**src/rtl/rf_sweep_engine.sv**
```systemverilog
// Register-file sweep engine: step k writes RF[base+k+2] = f(RF[base+k], RF[base+k+1]).
// One step per cycle (done count edges after start); start and host writes are ignored while busy.
module rf_sweep_engine #(
    parameter int DATA_W = 32,
    parameter int ADDR_W = 5
) (
    input  logic              clk,
    input  logic              rst,
    input  logic              start,
    input  logic [ADDR_W-1:0] base,
    input  logic [ADDR_W-1:0] count,
    input  logic [2:0]        op,
    output logic              busy,
    output logic              done,
    output logic              ovf,
    output logic [ADDR_W-1:0] steps,
    input  logic              host_we,
    input  logic [ADDR_W-1:0] host_waddr,
    input  logic [DATA_W-1:0] host_wdata,
    input  logic [ADDR_W-1:0] host_raddr,
    output logic [DATA_W-1:0] host_rdata
);

    localparam int DEPTH = 2 ** ADDR_W;
    localparam int SH_W  = $clog2(DATA_W);
    localparam int MSB   = DATA_W - 1;

    typedef enum logic [1:0] {IDLE, RUN, DONE} state_t;

    state_t            state_q, state_d;
    logic [DATA_W-1:0] rf [DEPTH];
    logic [ADDR_W-1:0] base_q, count_q;
    logic [2:0]        op_q;
    logic [ADDR_W-1:0] addr_a, addr_b, addr_w, steps_inc;
    logic [DATA_W-1:0] a, b, alu_res;
    logic              alu_ovf, accept;

    assign accept     = start && (state_q != RUN);
    assign steps_inc  = steps + ADDR_W'(1);
    assign addr_a     = base_q + steps;
    assign addr_b     = addr_a + ADDR_W'(1);
    assign addr_w     = addr_a + ADDR_W'(2);
    assign a          = rf[addr_a];
    assign b          = rf[addr_b];
    assign host_rdata = rf[host_raddr];
    assign busy       = (state_q == RUN);
    assign done       = (state_q == DONE);

    always_comb begin
        alu_res = '0;
        alu_ovf = 1'b0;
        case (op_q)
            3'd0: begin
                alu_res = a + b;
                alu_ovf = (a[MSB] == b[MSB]) && (alu_res[MSB] != a[MSB]);
            end
            3'd1: begin
                alu_res = a - b;
                alu_ovf = (a[MSB] != b[MSB]) && (alu_res[MSB] != a[MSB]);
            end
            3'd2: alu_res = a & b;
            3'd3: alu_res = a | b;
            3'd4: alu_res = a ^ b;
            3'd5: alu_res = {{(DATA_W-1){1'b0}}, ($signed(a) < $signed(b))};
            3'd6: alu_res = a << b[SH_W-1:0];
            default: alu_res = a >> b[SH_W-1:0];
        endcase
    end

    always_ff @(posedge clk or negedge rst) begin
        if (!rst) state_q <= IDLE;
        else      state_q <= state_d;
    end

    always_comb begin
        state_d = state_q;
        case (state_q)
            RUN: if (steps_inc == count_q) state_d = DONE;
            default: if (start) state_d = (count == '0) ? DONE : RUN;
        endcase
    end

    // Host write and sweep write are exclusive by state, so one port per cycle suffices.
    always_ff @(posedge clk or negedge rst) begin
        if (!rst) begin
            for (int i = 0; i < DEPTH; i++) rf[i] <= '0;
            base_q  <= '0;
            count_q <= '0;
            op_q    <= '0;
            steps   <= '0;
            ovf     <= 1'b0;
        end else begin
            if (host_we && state_q != RUN) rf[host_waddr] <= host_wdata;
            if (state_q == RUN) begin
                rf[addr_w] <= alu_res;
                steps      <= steps_inc;
                if (alu_ovf) ovf <= 1'b1;
            end
            if (accept) begin
                base_q  <= base;
                count_q <= count;
                op_q    <= op;
                steps   <= '0;
                ovf     <= 1'b0;
            end
        end
    end

endmodule

```
**config.mk**
```make
export PLATFORM = sky130hd
export DESIGN_NAME = rf_sweep_engine
export DESIGN_NICKNAME = d
export VERILOG_FILES = /design/src/rtl/rf_sweep_engine.sv
export SDC_FILE = /design/constraint.sdc
export NUM_CORES = 2
export LEC_CHECK = 0
export ABC_CLOCK_PERIOD_IN_PS = 9700
export CAP_MARGIN = 20
export CORE_MARGIN = 1
export CORE_UTILIZATION = 40
export CTS_CLUSTER_SIZE = 25
export DETAILED_ROUTE_END_ITERATION = 8
export HOLD_SLACK_MARGIN = 0.15
export MAX_ROUTING_LAYER = met4
export PLACE_DENSITY = 0.64
export SLEW_MARGIN = 0
export SYNTH_ARGS = -nofsm -noshare
export SYNTH_HDL_FRONTEND = slang
export SYNTH_SLANG_ARGS = --single-unit
```
**constraint.sdc**
```tcl
create_clock -name clk -period 9.7 [get_ports clk]
set_clock_uncertainty 0.1 [all_clocks]
set_input_delay 1.94 -clock clk [delete_from_list [all_inputs] [get_ports clk]]
set_output_delay 1.94 -clock clk [all_outputs]
set_load 0.01 [all_outputs]
```
# Yosys cells after proc, flatten, opt, wreduce, memory -nomap -nowiden
# Cells that the tools add are included.
word_totals:
  reg_bits: 1045
  latch_bits: 0
  ramBits: 0
  romBits: 0
  in_bits: 59
  output_inout_bits: 40
  elab_cells: 118
  mem_count: 0
op_classes:
  addsub: 6
  multipliers: 0
  div: 0
  n_lt_le_gt_ge: 8
  eq_ne: 15
  shifts: 2
  mux: 28
  bitwise_logic: 8
  reduce_logical: 13
op_table:
  columns: ["op", "count"]
  rows:
  - ["bitwise mux 1024 bit", 2]
  - ["2-to-1 mux 1024 bit", 2]
  - ["binary-select mux 32 bit (select 5 bit)", 3]
  - ["demux 32 bit (select 5 bit)", 2]
  - ["2-to-1 mux 32 bit", 8]
  - ["case mux 32 bit (7 select lines)", 1]
  - ["adder 32 bit", 1]
  - ["bitwise AND 32 bit", 1]
  - ["< comparator 32 bit", 1]
  - ["OR 32 bit", 1]
  - ["<< shifter 32 x 5 -> 32 bit", 1]
  - [">> shifter 32 x 5 -> 32 bit", 1]
  - ["subtractor 32 bit", 1]
  - ["bitwise XOR 32 bit", 1]
  - ["greater-or-equal comparator 6 bit, second input constant", 5]
  - ["inverter 5 -> 6 bit", 5]
  - ["< comparator 6 x 1 -> 1 bit, second input constant", 2]
  - ["adder 5 x 1 -> 5 bit, second input constant", 2]
  - ["2-to-1 mux 5 bit", 2]
  - ["== test 3 bit, second input constant", 3]
  - ["2-to-1 mux 2 bit", 4]
  - ["== test 3 x 2 -> 1 bit, second input constant", 2]
  - ["logical AND 1 bit", 6]
  - ["nonzero test 2 bit", 3]
  - ["14 further kinds", 20]

# Longest topological paths before layout
logic_depth:
  word_depth: 13
  mapped_depth: 32
  depth_no_buf: 25

# Worst setup path after synthesis
# OpenSTA, ideal clock, no wires.
synth_path:
  path_type: "register to register"
  from: "register steps[0]"
  to: "register rf[991] (netlist name)"
  setup_time_ns: 0.137
  arrival_ns: 7.683
  required_ns: 9.463
  slack_ns: 1.780
  path_stages_with_launch: 30
  path_buffers: 10
  period_less_slack_ns: 7.920
  cell_sequence: "dfrtp_1 ha_1 inv_1 fa_1 buf_2 buf_2 buf_2 buf_2 buf_2 buf_2 buf_1 clkbuf_1 mux4_2 mux4_2 nand2_1 nand2_1 ha_1 clkbuf_1 nor3_1 nand3_1 a21oi_1 nor3_1 o41ai_1 a211oi_1 o31a_1 o31ai_1 xnor2_1 a2111oi_4 buf_2 a21oi_1"
synth_between:
  elab_chain_len: 10
  elab_cells_between_ends: 27
  cone_classes: "add/sub: 5; order compare: 2; shift: 2; mux: 11; bitwise: 6; reduce/logical: 1"
synth_lines:
  columns: ["item", "line_no", "source"]
  rows:
  - ["from (decl)", "16", "output logic [ADDR_W-1:0] steps,"]
  - ["from (signal assigned)", "96", "steps <= steps_inc;"]
  - ["adder 5 bit (*)", "40", "assign addr_a = base_q + steps;"]
  - ["adder 5 x 1 -> 5 bit", "41", "assign addr_b = addr_a + ADDR_W'(1);"]
  - ["inverter 5 -> 6 bit (not written as such)", "44", "assign b = rf[addr_b];"]
  - ["binary-select mux 32 bit (select 5 bit)", "44", null]
  - ["2-to-1 mux 32 bit (not written as such) (2 in series)", "44", null]
  - ["subtractor 32 bit (tied with other cells)", "58", "alu_res = a - b;"]
  - ["case mux 32 bit (7 select lines)", "52", "case (op_q)"]
  - ["bitwise mux 1024 bit (*)", "95", "rf[addr_w] <= alu_res;"]
  - ["2-to-1 mux 1024 bit (*)", "94", "if (state_q == RUN) begin"]
  - ["to (signal, indexed assignment)", "93", "if (host_we && state_q != RUN) rf[host_waddr] <= host_wdata;"]
  - ["to (signal, indexed assignment)", "95", null]
  - ["to (decl)", "31", "logic [DATA_W-1:0] rf [DEPTH];"]
# Mark *: on every way between the ends. The rest lies on a longest branch, timed or not. The select of a mux whose other input is x is not followed.
# A chain may end at the register's enable or synchronous reset.

# Final worst setup path
layout_path:
  from: "register steps[0]"
  to: "register rf[223] (netlist name)"
# Same word-level chain as after synthesis.

==> impl_metrics.yaml <==
setup_path:
  crit_type: "flip-flop to flip-flop"
  cp_slowest_stage_delay_ns: 0.86
  critPathSlowestCell: "buf_4"
  cp-start-kind: "flip-flop"
  path_max_fanout: 121
  critical_path_arrival_ns: 9.25
  worst_ep_required_time_ns: 10.26
  worstSetupEndpointType: "flip-flop"
min_path:
  hp-class: "flip-flop to flip-flop"
global_route:
  grt-ovfl-total: 0
  grt_max_degree: 169
  grt_usage_pct: 35.2
  grt_pass1_wl_mm: 519
  antenna_found_initial: 15
  first_global_vias: 70362
run:
  max_cap_viol_count: 0
clocking:
  clock_sinks: 1045
  cts_max_level: 3
  cts_buffer_depth: 3
  cts_buffers: 118
  root_buffer: "clkbuf_16"
  cts_setup_buffers: 0
  cts_tree: "done"
  cts_hold_buffers: 0
  path_clk_slew_ns: 0.06
  clk-insertion-delay-late_ns: 0.85
  ctsResizeCount: 0
timing:
  worst_pin_slew_ns: 1.31
  period_share_pct: 89.6
  min_period_ns: 8.69
  max_freq_mhz: 115
  slew-limit-headroom_pct: 12.7
  tns_ns: 0
  slew_viol_final: 0
  hold_violations: 0
  setup_violations: 0
  rsz0062_at_grt: "false"
synthesis:
  synth_cell_type_count: 102
  synthesis.area_um2: 82300
  synth_edf_count: 0
  synth_warnings: 0
  seq_area_frac_synth_pct: 31.8
  syn_inst: 7924
  syn_avg_cell_area_um2: 10.4
  ys_ff_latch: 1045
  synthArstFlopShare_pct: 100
  syn-num-nets: 8092
  ys.flop_type: "dfrtp_1"
routing:
  routed_wl_mm: 361
  antenna_left: 0
  wl_met1_mm: 129
  wire_per_inst_um: 35.0
  wl_met2_mm: 156
  vias_per_cell: 7.13
  vias: 73591
  highest_layer: "met4"
  drtIter0Drc: 11055
  drtPass1Iterations: 9
  remaining_drc_errors: 0
  dr_wl_met3_mm: 46.4
run_status:
  status: "complete, no violations"
floorplanning:
  rows: 166
  die_w_um: 456
  floorplan.initialDensity_pct: 40.2
  core_area_um2: 205000
  die-area_um2: 208000
  die_h_um: 456
  io_pins: 99
place:
  portBuffers: 98
  dp.final_hpwl_mm: 220
  gp_congestion: 1.14
cells_and_area:
  final_layout_size_suffix_gt1_share_pct: 24.5
  seq_area_um2: 26200
  areaGrowthSynthToFinish_pct: 9.67
  fin_nets: 7697
  multiInputGateArea_um2: 52600
  fill_cells: 18772
==> final timing paths <==
| kind | startpoint | depth (start not counted) | endpoint | slack [ns] |
|---|---|---|---|---|
| max | steps[0] | 25 | rf[223] | 1.01 |
| min | ovf | 2 | ovf | 0.40 |
| max reg2reg | steps[0] | 25 | rf[223] | 1.01 |
| min reg2reg | ovf | 2 | ovf | 0.40 |
| max in group asynchronous | rst | 3 | rf[635] | 6.22 |
| min in group asynchronous | rst | 1 | rf[818] | 1.02 |
==> through the flow <==
stage	setup WS (ns)	hold slack, ns	std cells	cell area [um2]	utilization [%]
2_1_floorplan	1.78	0.384	7924	82300	-
3_3_place_gp	1.31	0.383	10076	85800	42.0
3_5_place_dp	1.14	0.388	10082	86000	42.0
4_1_cts	1.12	0.404	10295	89900	43.9
5_1_grt	0.623	0.447	10326	90300	44.1
6_report	1.01	0.397	10328	90300	44.1
==> metal layers <==
metal / vias up / track usage, %
met4: 0 / 24.9
met3: 1424 / 10.7
met1: 37147 / 42.7
li1: 29297 / -
met2: 5723 / 49.6
met5: - / -
==> cells by family after synthesis <==
kind of cell               synth area share, %
xor gates and xnor gates                 0.444
DFF                                       31.8
buffers and inverters                     5.21
adders and majority gates                 1.68
and+or+nand+nor                           10.7
AOI/OAI and AO/OA                         16.7
muxes                                     33.5
==> sequential cells by signal (all words and copies together), names as in the netlist <==
signal   count
state_q      2
base_q       5
count_q      5
rf        1024
op_q         3
steps        5
ovf          1
==> layout make-up <==
cell class / count / area share [%]
Inverter: 109 / 0.453
Sequential cell: 1045 / 29.0
Timing Repair Buffer: 386 / 4.12
Antenna cell: 18 / 0.0499
Multi-Input combinational cell: 5869 / 58.3
Tap cell: 2688 / 3.73
Clock buffer: 173 / 3.76
Clock inverter: 40 / 0.609
==> cell usage in the layout (no fill, tap or decap), types with 51 or more instances in the layout <==
cell	count
nor2b_1	549
mux2_2	428
inv_1	104
o21ai_1	177
nor2_1	407
ha_1	105
nor3_1	89
nand3_1	86
nand2_1	504
nor2_4	51
clkbuf_16	119
clkdlybuf4s50_1	92
a21oi_1	964
mux2i_1	420
dfrtp_1	1044
buf_4	246
a211oi_1	563
o21ai_0	194
mux4_2	820
==> worst max-delay path, delay by kind of cell (launching register included) <==
family,cells,cell delay [ns]
mux,4,1.16
compound gates,7,2.13
flops,1,0.50
fa+ha+maj,3,1.45
simple gates,3,0.54
xor+xnor,1,0.18
buf+inv,7,2.28
==> synthesized netlist by cell type (20+ instances only) <==
| cell type | n | area share (%) |
|---|---|---|
| a22oi_1 | 36 | 0.33 |
| o21ai_1 | 178 | 1.1 |
| inv_1 | 104 | 0.47 |
| nand3_1 | 87 | 0.53 |
| buf_4 | 31 | 0.28 |
| mux2i_1 | 420 | 5.1 |
| mux4_2 | 820 | 22 |
| dfrtp_1 | 1045 | 32 |
| nor2b_1 | 549 | 4.2 |
| nand4_1 | 22 | 0.17 |
| o22ai_1 | 44 | 0.33 |
| buf_2 | 174 | 1.1 |
| buf_1 | 69 | 0.31 |
| nor2_1 | 464 | 2.1 |
| o211ai_1 | 28 | 0.26 |
| a211oi_1 | 563 | 5.1 |
| mux2_2 | 428 | 5.9 |
| nor3_1 | 91 | 0.55 |
| a21oi_1 | 965 | 5.9 |
| ha_1 | 106 | 1.6 |
| o31ai_1 | 20 | 0.18 |
| nand2_1 | 509 | 2.3 |
| xnor2_1 | 21 | 0.22 |
| clkbuf_1 | 605 | 2.8 |
| buf_6 | 21 | 0.29 |
| a31oi_1 | 26 | 0.20 |
| o221ai_1 | 21 | 0.22 |
| o21ai_0 | 194 | 1.2 |
Power is left out: the tool's default activity adds up to more than one toggle a clock period on the data nets, which glitch-free logic cannot reach.
